--- src/rtl/muntjac_icache_uncached.sv ---
// muntjac_icache_uncached: single-line-buffer instruction fetch unit with redirect handling
package muntjac_icache_pkg;
  typedef enum logic [2:0] {
    IF_PREFETCH,
    IF_MISPREDICT,
    IF_PROT_CHANGED,
    IF_SATP_CHANGED,
    IF_FENCE_I
  } if_reason_e;
endpackage

interface icache_intf #(parameter int XLEN = 64);
  import muntjac_icache_pkg::*;
  logic            req_valid;
  logic [XLEN-1:0] req_pc;
  if_reason_e      req_reason;
  logic            req_prv;
  logic            req_sum;
  logic [XLEN-1:0] req_atp;
  logic            resp_valid;
  logic [31:0]     resp_instr;
  logic            resp_exception;
  logic            resp_exception_plus2;
  modport provider (
    input  req_valid, req_pc, req_reason, req_prv, req_sum, req_atp,
    output resp_valid, resp_instr, resp_exception, resp_exception_plus2
  );
  modport user (
    output req_valid, req_pc, req_reason, req_prv, req_sum, req_atp,
    input  resp_valid, resp_instr, resp_exception, resp_exception_plus2
  );
endinterface

module muntjac_icache_uncached
  import muntjac_icache_pkg::*;
#(
  parameter int XLEN        = 64,
  parameter int PhysAddrLen = 56
) (
  input  logic                   clk_i,
  input  logic                   rst_ni,
  icache_intf.provider           cache,
  output logic                   mem_req_valid,
  input  logic                   mem_req_ready,
  output logic [PhysAddrLen-4:0] mem_req_addr,
  input  logic                   mem_resp_valid,
  input  logic [63:0]            mem_resp_data,
  input  logic                   mem_resp_error
);
  typedef enum logic [1:0] {IDLE, REQ, WAIT, RESP} state_e;

  state_e                 state;
  logic                   buf_valid;
  logic [PhysAddrLen-4:0] buf_tag;
  logic [63:0]            buf_data;
  logic                   sel_q;
  logic                   pend_valid;
  logic [XLEN-1:0]        pend_pc;
  if_reason_e             pend_reason;
  logic                   stale;
  logic                   resp_valid;
  logic [31:0]            resp_instr;
  logic                   resp_exception;

  // A request being evaluated is the incoming one if present, else the pending slot;
  // evaluation happens in IDLE or as soon as a superseded read has drained.
  logic [XLEN-1:0]        src_pc;
  if_reason_e             src_reason;
  logic [PhysAddrLen-4:0] src_tag;
  logic                   fence, hit, eval, capture;

  assign src_pc     = cache.req_valid ? cache.req_pc : pend_pc;
  assign src_reason = cache.req_valid ? cache.req_reason : pend_reason;
  assign src_tag    = src_pc[PhysAddrLen-1:3];
  assign fence      = src_reason == IF_FENCE_I;
  assign hit        = buf_valid && buf_tag == src_tag && !fence;
  assign eval       = (cache.req_valid || pend_valid) &&
                      (state == IDLE || (state == WAIT && mem_resp_valid && (stale || cache.req_valid)));
  assign capture    = cache.req_valid && state != IDLE && !eval;

  assign cache.resp_valid           = resp_valid;
  assign cache.resp_instr           = resp_instr;
  assign cache.resp_exception       = resp_exception;
  assign cache.resp_exception_plus2 = 1'b0;

  logic unused;
  assign unused = ^{cache.req_prv, cache.req_sum, cache.req_atp, src_pc};

  // Fetch FSM with line buffer, pending redirect slot and registered outputs
  always_ff @(posedge clk_i or negedge rst_ni) begin
    if (!rst_ni) begin
      state          <= IDLE;
      buf_valid      <= 1'b0;
      buf_tag        <= '0;
      buf_data       <= '0;
      sel_q          <= 1'b0;
      pend_valid     <= 1'b0;
      pend_pc        <= '0;
      pend_reason    <= IF_PREFETCH;
      stale          <= 1'b0;
      resp_valid     <= 1'b0;
      resp_instr     <= '0;
      resp_exception <= 1'b0;
      mem_req_valid  <= 1'b0;
      mem_req_addr   <= '0;
    end else begin
      resp_valid <= 1'b0;
      if (capture) begin
        pend_valid  <= 1'b1;
        pend_pc     <= cache.req_pc;
        pend_reason <= cache.req_reason;
        stale       <= state != RESP;
      end
      if (eval) begin
        pend_valid <= 1'b0;
        stale      <= 1'b0;
        if (fence) buf_valid <= 1'b0;
        if (hit) begin
          resp_valid     <= 1'b1;
          resp_instr     <= src_pc[2] ? buf_data[63:32] : buf_data[31:0];
          resp_exception <= 1'b0;
          state          <= IDLE;
        end else begin
          sel_q         <= src_pc[2];
          mem_req_valid <= 1'b1;
          mem_req_addr  <= src_tag;
          state         <= REQ;
        end
      end else begin
        case (state)
          REQ: if (mem_req_ready) begin
            mem_req_valid <= 1'b0;
            state         <= WAIT;
          end
          WAIT: if (mem_resp_valid && !cache.req_valid) begin
            resp_valid     <= 1'b1;
            resp_instr     <= sel_q ? mem_resp_data[63:32] : mem_resp_data[31:0];
            resp_exception <= mem_resp_error;
            buf_valid      <= !mem_resp_error;
            buf_tag        <= mem_req_addr;
            buf_data       <= mem_resp_data;
            state          <= RESP;
          end
          RESP: state <= IDLE;
          default: state <= IDLE;
        endcase
      end
    end
  end
endmodule
--- src/flat_wrapper.sv ---
// flat-port wrapper written by rule: the top's interface ports become plain ports
module muntjac_icache_uncached_flat import muntjac_icache_pkg::*;
#(
  parameter int XLEN        = 64,
  parameter int PhysAddrLen = 56
)
  (clk_i, rst_ni, mem_req_valid, mem_req_ready, mem_req_addr, mem_resp_valid, mem_resp_data, mem_resp_error, cache_req_valid, cache_req_pc, cache_req_reason, cache_req_prv, cache_req_sum, cache_req_atp, cache_resp_valid, cache_resp_instr, cache_resp_exception, cache_resp_exception_plus2);
  icache_intf #(.XLEN(XLEN)) cache_i ();
  input  logic clk_i;
  input  logic rst_ni;
  output logic mem_req_valid;
  input  logic mem_req_ready;
  output logic [PhysAddrLen-4:0] mem_req_addr;
  input  logic mem_resp_valid;
  input  logic [63:0] mem_resp_data;
  input  logic mem_resp_error;
  input wire logic [$bits(cache_i.req_valid)-1:0] cache_req_valid;
  input wire logic [$bits(cache_i.req_pc)-1:0] cache_req_pc;
  input wire logic [$bits(cache_i.req_reason)-1:0] cache_req_reason;
  input wire logic [$bits(cache_i.req_prv)-1:0] cache_req_prv;
  input wire logic [$bits(cache_i.req_sum)-1:0] cache_req_sum;
  input wire logic [$bits(cache_i.req_atp)-1:0] cache_req_atp;
  output wire logic [$bits(cache_i.resp_valid)-1:0] cache_resp_valid;
  output wire logic [$bits(cache_i.resp_instr)-1:0] cache_resp_instr;
  output wire logic [$bits(cache_i.resp_exception)-1:0] cache_resp_exception;
  output wire logic [$bits(cache_i.resp_exception_plus2)-1:0] cache_resp_exception_plus2;
  assign cache_i.req_valid = cache_req_valid;
  assign cache_i.req_pc = cache_req_pc;
  assign cache_i.req_reason = cache_req_reason;
  assign cache_i.req_prv = cache_req_prv;
  assign cache_i.req_sum = cache_req_sum;
  assign cache_i.req_atp = cache_req_atp;
  assign cache_resp_valid = cache_i.resp_valid;
  assign cache_resp_instr = cache_i.resp_instr;
  assign cache_resp_exception = cache_i.resp_exception;
  assign cache_resp_exception_plus2 = cache_i.resp_exception_plus2;
  muntjac_icache_uncached #(.XLEN(XLEN), .PhysAddrLen(PhysAddrLen)) u_core (.clk_i(clk_i), .rst_ni(rst_ni), .cache(cache_i), .mem_req_valid(mem_req_valid), .mem_req_ready(mem_req_ready), .mem_req_addr(mem_req_addr), .mem_resp_valid(mem_resp_valid), .mem_resp_data(mem_resp_data), .mem_resp_error(mem_resp_error));
endmodule
--- config.mk ---
export PLATFORM = sky130hd
export DESIGN_NAME = muntjac_icache_uncached_flat
export DESIGN_NICKNAME = d
export VERILOG_FILES = /design/src/rtl/muntjac_icache_uncached.sv /design/src/flat_wrapper.sv
export SDC_FILE = /design/constraint.sdc
export NUM_CORES = 1
export LEC_CHECK = 0
export CORE_UTILIZATION = 40
export DETAILED_ROUTE_END_ITERATION = 7
export PLACE_DENSITY = 0.73
export SYNTH_ARGS = -nofsm -noshare
export SYNTH_HDL_FRONTEND = slang
export SYNTH_SLANG_ARGS = --single-unit
--- constraint.sdc ---
create_clock -name clk_i -period 2.58 [get_ports clk_i]
set_input_delay 0.516 -clock clk_i [delete_from_list [all_inputs] [get_ports clk_i]]
set_output_delay 0.516 -clock clk_i [all_outputs]
set_load 0.005 [all_outputs]
==> impl_metrics.toml <==
[power_and_ir_drop]
cellLeakagePower_uw = 0.00783
power_frac_clock_pct = 21.7
p_total_uw = 19100
power.sequential.fraction_pct = 40.0
ir_worst_vdd_mv = 0.610
power.combinational.fraction_pct = 38.3
power_per_cell_area_mw_per_mm2 = 1160
p_sw_uw = 6320
swShare_pct = 33.1
cellInternalPower_uw = 12800

[worst_hold_path]
min_path_type = "register to register"

[timing]
worstMarginPinSlew_ns = 0.598
final_critical_path_setup_slack_ns = 0.0484
maxSlewViolCount = 0
final_hold_viol_count = 0
period_share_pct = 98.1
setup-violations-final = 0
fin_skew_ns = 0.00779
achievable_freq_mhz = 395
relSlewSlack_pct = 60.1
finalWorstPathRequiredPeriod_ns = 2.53

[layout]
syn2layout_area_growth_pct = 33.0
fill_cells = 2599
fraction_of_final_layout_cells_with_drive_strength_greater_than_1_pct = 12.1
top_library_cells_by_usage_in_the_layout_fill_and_taps_aside = "sky130_fd_sc_hd__nand2_1 (283), sky130_fd_sc_hd__dfrtp_1 (267), sky130_fd_sc_hd__clkdlybuf4s50_1 (212), sky130_fd_sc_hd__mux2i_1 (163), sky130_fd_sc_hd__o21ai_1 (80)"
num-nets-final = 1620
layout_commonest_cell = "sky130_fd_sc_hd__nand2_1"
area_used_by_multi_input_combinational_logic_sq_mm = 0.00521
register_area_sq_mm = 0.00671

[synthesis]
combinational_family_with_the_most_area_after_synthesis = "multiplexers"
sequential_fraction_of_the_synthesis_area_pct = 54.2
synth_fa_ha_area_share_pct = 0.404
synth_top_flop_cell = "sky130_fd_sc_hd__dfrtp_1"
synth-xor-area-share_pct = 2.34
synthDistinctLibCells = 48
synth_edf_count = 0
synth.net_count = 1372
synth_compound_gate_area_share_pct = 7.41
share_of_synthesized_cell_area_in_and_or_nand_and_nor_gates_pct = 12.0
synth_seq_cells = 268
ys_warn_count = 0
synth.area.mux_share_pct = 19.1
syn-cell-area_sq_mm = 0.0124
ys_async_sr_fraction_pct = 100
synth_cells = 1165
synthesis.area_per_instance_sq_um = 10.6

[grt]
first_global_vias = 9341
grt_start_max_net_pins = 75
first_pass_grt_wire_length_microns = 48800
grt_antenna_before_repair = 5
grt.total_usage_pct = 19.6
globalRoute.totalOverflow = 0

[worst_setup_path]
startpoint_type = "primary input"
data_arrival_at_the_endpoint_of_the_critical_path_ns = 2.95
critPathRequiredTime_ns = 2.99
critPathMaxFanout = 34
worst-setup-path-type = "primary input to register"
worst_setup_path_end_kind = "register"

[die]
fp.dieH_microns = 178
die_x_microns = 178
rows = 64
start_util_pct = 40.6
area_inside_the_core_boundary_sq_mm = 0.0305
design.portCount = 292
floorplan.die_area_sq_mm = 0.0316

[drt]
avgViaCountPerCell = 5.02
vias = 9212
wirelength_microns = 30700
drt_pass1_iterations = 8
antenna_violating_nets_left = 0
drt-wirelength-per-cell_microns = 16.8
detail_route.drc_violations = 0
drt-initial-drc-count = 349

[placement]
buffer_ports.inserted = 214
dpl_hpwl_microns = 21500
gp_congestion = 0.817
place_worst_setup_slack_ns = -0.466

[clock_network]
numCtsBuffers = 30
clk_pin_slew_worst_paths_ns = 0.06
clock-root-buffer = "sky130_fd_sc_hd__clkbuf_16"
tritoncts = "yes"
clock_tree.buffer_depth = 3
cts_num_sinks = 268
clock_insertion_delay_worst_skew_ns = 0.54
cts_max_level = 1

[run_status]
run_status = "completed"

[run]
timing.max_cap.violations = 0
## Yosys cell counts, types with 2 or more instances
cell	count	area, sq um
sky130_fd_sc_hd__a31oi_1	2	12.5
sky130_fd_sc_hd__o21ai_0	10	50.1
sky130_fd_sc_hd__nor2b_1	2	12.5
sky130_fd_sc_hd__inv_1	57	214
sky130_fd_sc_hd__nand2b_1	32	200
sky130_fd_sc_hd__nand3_1	5	25.0
sky130_fd_sc_hd__a2bb2oi_1	2	17.5
sky130_fd_sc_hd__a21oi_1	6	30.0
sky130_fd_sc_hd__o21ai_1	80	400
sky130_fd_sc_hd__dfrtp_1	268	6710
sky130_fd_sc_hd__nor2_1	8	30.0
sky130_fd_sc_hd__o211ai_1	34	255
sky130_fd_sc_hd__buf_4	4	30.0
sky130_fd_sc_hd__xnor2_1	5	43.8
sky130_fd_sc_hd__nor4_1	3	18.8
sky130_fd_sc_hd__a22oi_1	3	22.5
sky130_fd_sc_hd__nand4_1	8	50.1
sky130_fd_sc_hd__buf_1	4	15.0
sky130_fd_sc_hd__nand2_1	284	1070
sky130_fd_sc_hd__mux2i_1	171	1710
sky130_fd_sc_hd__mux2_1	27	304
sky130_fd_sc_hd__buf_6	9	101
sky130_fd_sc_hd__xor2_1	28	245
sky130_fd_sc_hd__o22ai_1	6	37.5
sky130_fd_sc_hd__o2bb2ai_1	3	26.3
sky130_fd_sc_hd__ha_1	4	50.1
sky130_fd_sc_hd__buf_2	4	20.0
sky130_fd_sc_hd__a221oi_1	2	17.5
sky130_fd_sc_hd__clkbuf_1	46	173
sky130_fd_sc_hd__mux2_2	30	338
## registers in the layout, summed over array words and instances (netlist names)
name                         cells
u_core.buf_data                 64
u_core.cache.resp_exception      1
u_core.mem_req_addr             53
u_core.pend_valid                1
u_core.state                     2
u_core.cache.resp_valid          1
u_core.sel_q                     1
u_core.pend_pc                  54
u_core.stale                     1
u_core.pend_reason               3
u_core.buf_tag                  53
u_core.buf_valid                 1
u_core.mem_req_valid             1
u_core.cache.resp_instr         32
## final cells by class
| class | instances | share of cell area, % |
|---|---|---|
| antenna | 4 | 0.0608 |
| clock buffer | 41 | 5.37 |
| clock inverter | 12 | 0.532 |
| inverter | 58 | 1.32 |
| multi-input combinational | 772 | 31.7 |
| sequential | 268 | 40.8 |
| tap | 396 | 3.01 |
| timing repair buffer | 283 | 17.3 |
## repair_timing
| item | CTS | global route |
|---|---|---|
| endpoints found under the hold margin | 66 | 0 |
| buffers inserted | 0 | 0 |
| gates resized for setup | 0 | 9 |
| setup endpoints to repair | 0 | 89 |
| hold buffers | 1 | 0 |
## cells by family (layout without fill, tap and decap cells)
logic type	Yosys count	in the layout
xor+xnor	33	33
buf+inv	125	394
other cells	1	5
mux	229	229
simple gates	351	351
compound gates	154	154
flops	268	268
fa+ha+maj	4	4
## worst max-delay path: stages
cell and delay [ns]:
sky130_fd_sc_hd__buf_4 0.23, sky130_fd_sc_hd__buf_12 0.21, sky130_fd_sc_hd__mux2i_1 0.30, sky130_fd_sc_hd__xor2_1 0.26, sky130_fd_sc_hd__nand4_1 0.27, sky130_fd_sc_hd__nor4_1 0.33
sky130_fd_sc_hd__and3_4 0.28, sky130_fd_sc_hd__nand4_4 0.11, sky130_fd_sc_hd__buf_12 0.22, sky130_fd_sc_hd__mux2i_1 0.16
## worst paths after layout
| kind | start | to | slack, ns | cells past startpoint |
|---|---|---|---|---|
| worst max-delay path | cache_req_valid | u_core.cache.resp_instr[26]$_DFFE_PN0P_ | 0.05 | 10 |
| worst min-delay path | u_core.buf_data[31]$_DFFE_PN0P_ | u_core.buf_data[31]$_DFFE_PN0P_ | 0.46 | 2 |
| worst max register to register | u_core.pend_pc[28]$_DFFE_PN0P_ | u_core.cache.resp_instr[26]$_DFFE_PN0P_ | 0.17 | 8 |
| worst min register to register | u_core.buf_data[31]$_DFFE_PN0P_ | u_core.buf_data[31]$_DFFE_PN0P_ | 0.46 | 2 |
| max in group asynchronous | rst_ni | u_core.pend_pc[11]$_DFFE_PN0P_ | 1.24 | 3 |
| min in group asynchronous | rst_ni | u_core.cache.resp_instr[4]$_DFFE_PN0P_ | 0.55 | 2 |
## metal layers
metal	part of all wire [%]	up-vias	GRT usage [%]	wire, microns
met3	3.8	72	2.87	1170
met2	48	187	32.1	14800
met5	0.088	-	0	27
li1	-	4436	-	-
met4	4.1	4	8.44	1250
met1	44	4513	25.8	13500
## power by group through the flow
stage,logic (uW),registers (uW),clock network (uW)
floorplan,4250,7310,0
global placement,7120,7580,0
detailed placement,7360,7670,0
CTS,7400,7630,4260
global route,8120,7890,4450
finish,7320,7640,4150
## through the flow
step / TNS, ns / utilization [%] / hold slack, ns / instance area, sq um / cells
after global routing: -0.000460 / 53.9 / 0.484 / 16500 / 1833
after CTS: 0 / 53.8 / 0.468 / 16400 / 1830
final: 0 / 53.9 / 0.463 / 16500 / 1834
after detailed placement: -39.17 / 50.5 / 0.453 / 15400 / 1776
after global placement: -37.66 / 50.5 / 0.449 / 15400 / 1776
after floorplan: -0.0232 / - / 0.220 / 12400 / 1165
Power figures use the tool's default switching activity.
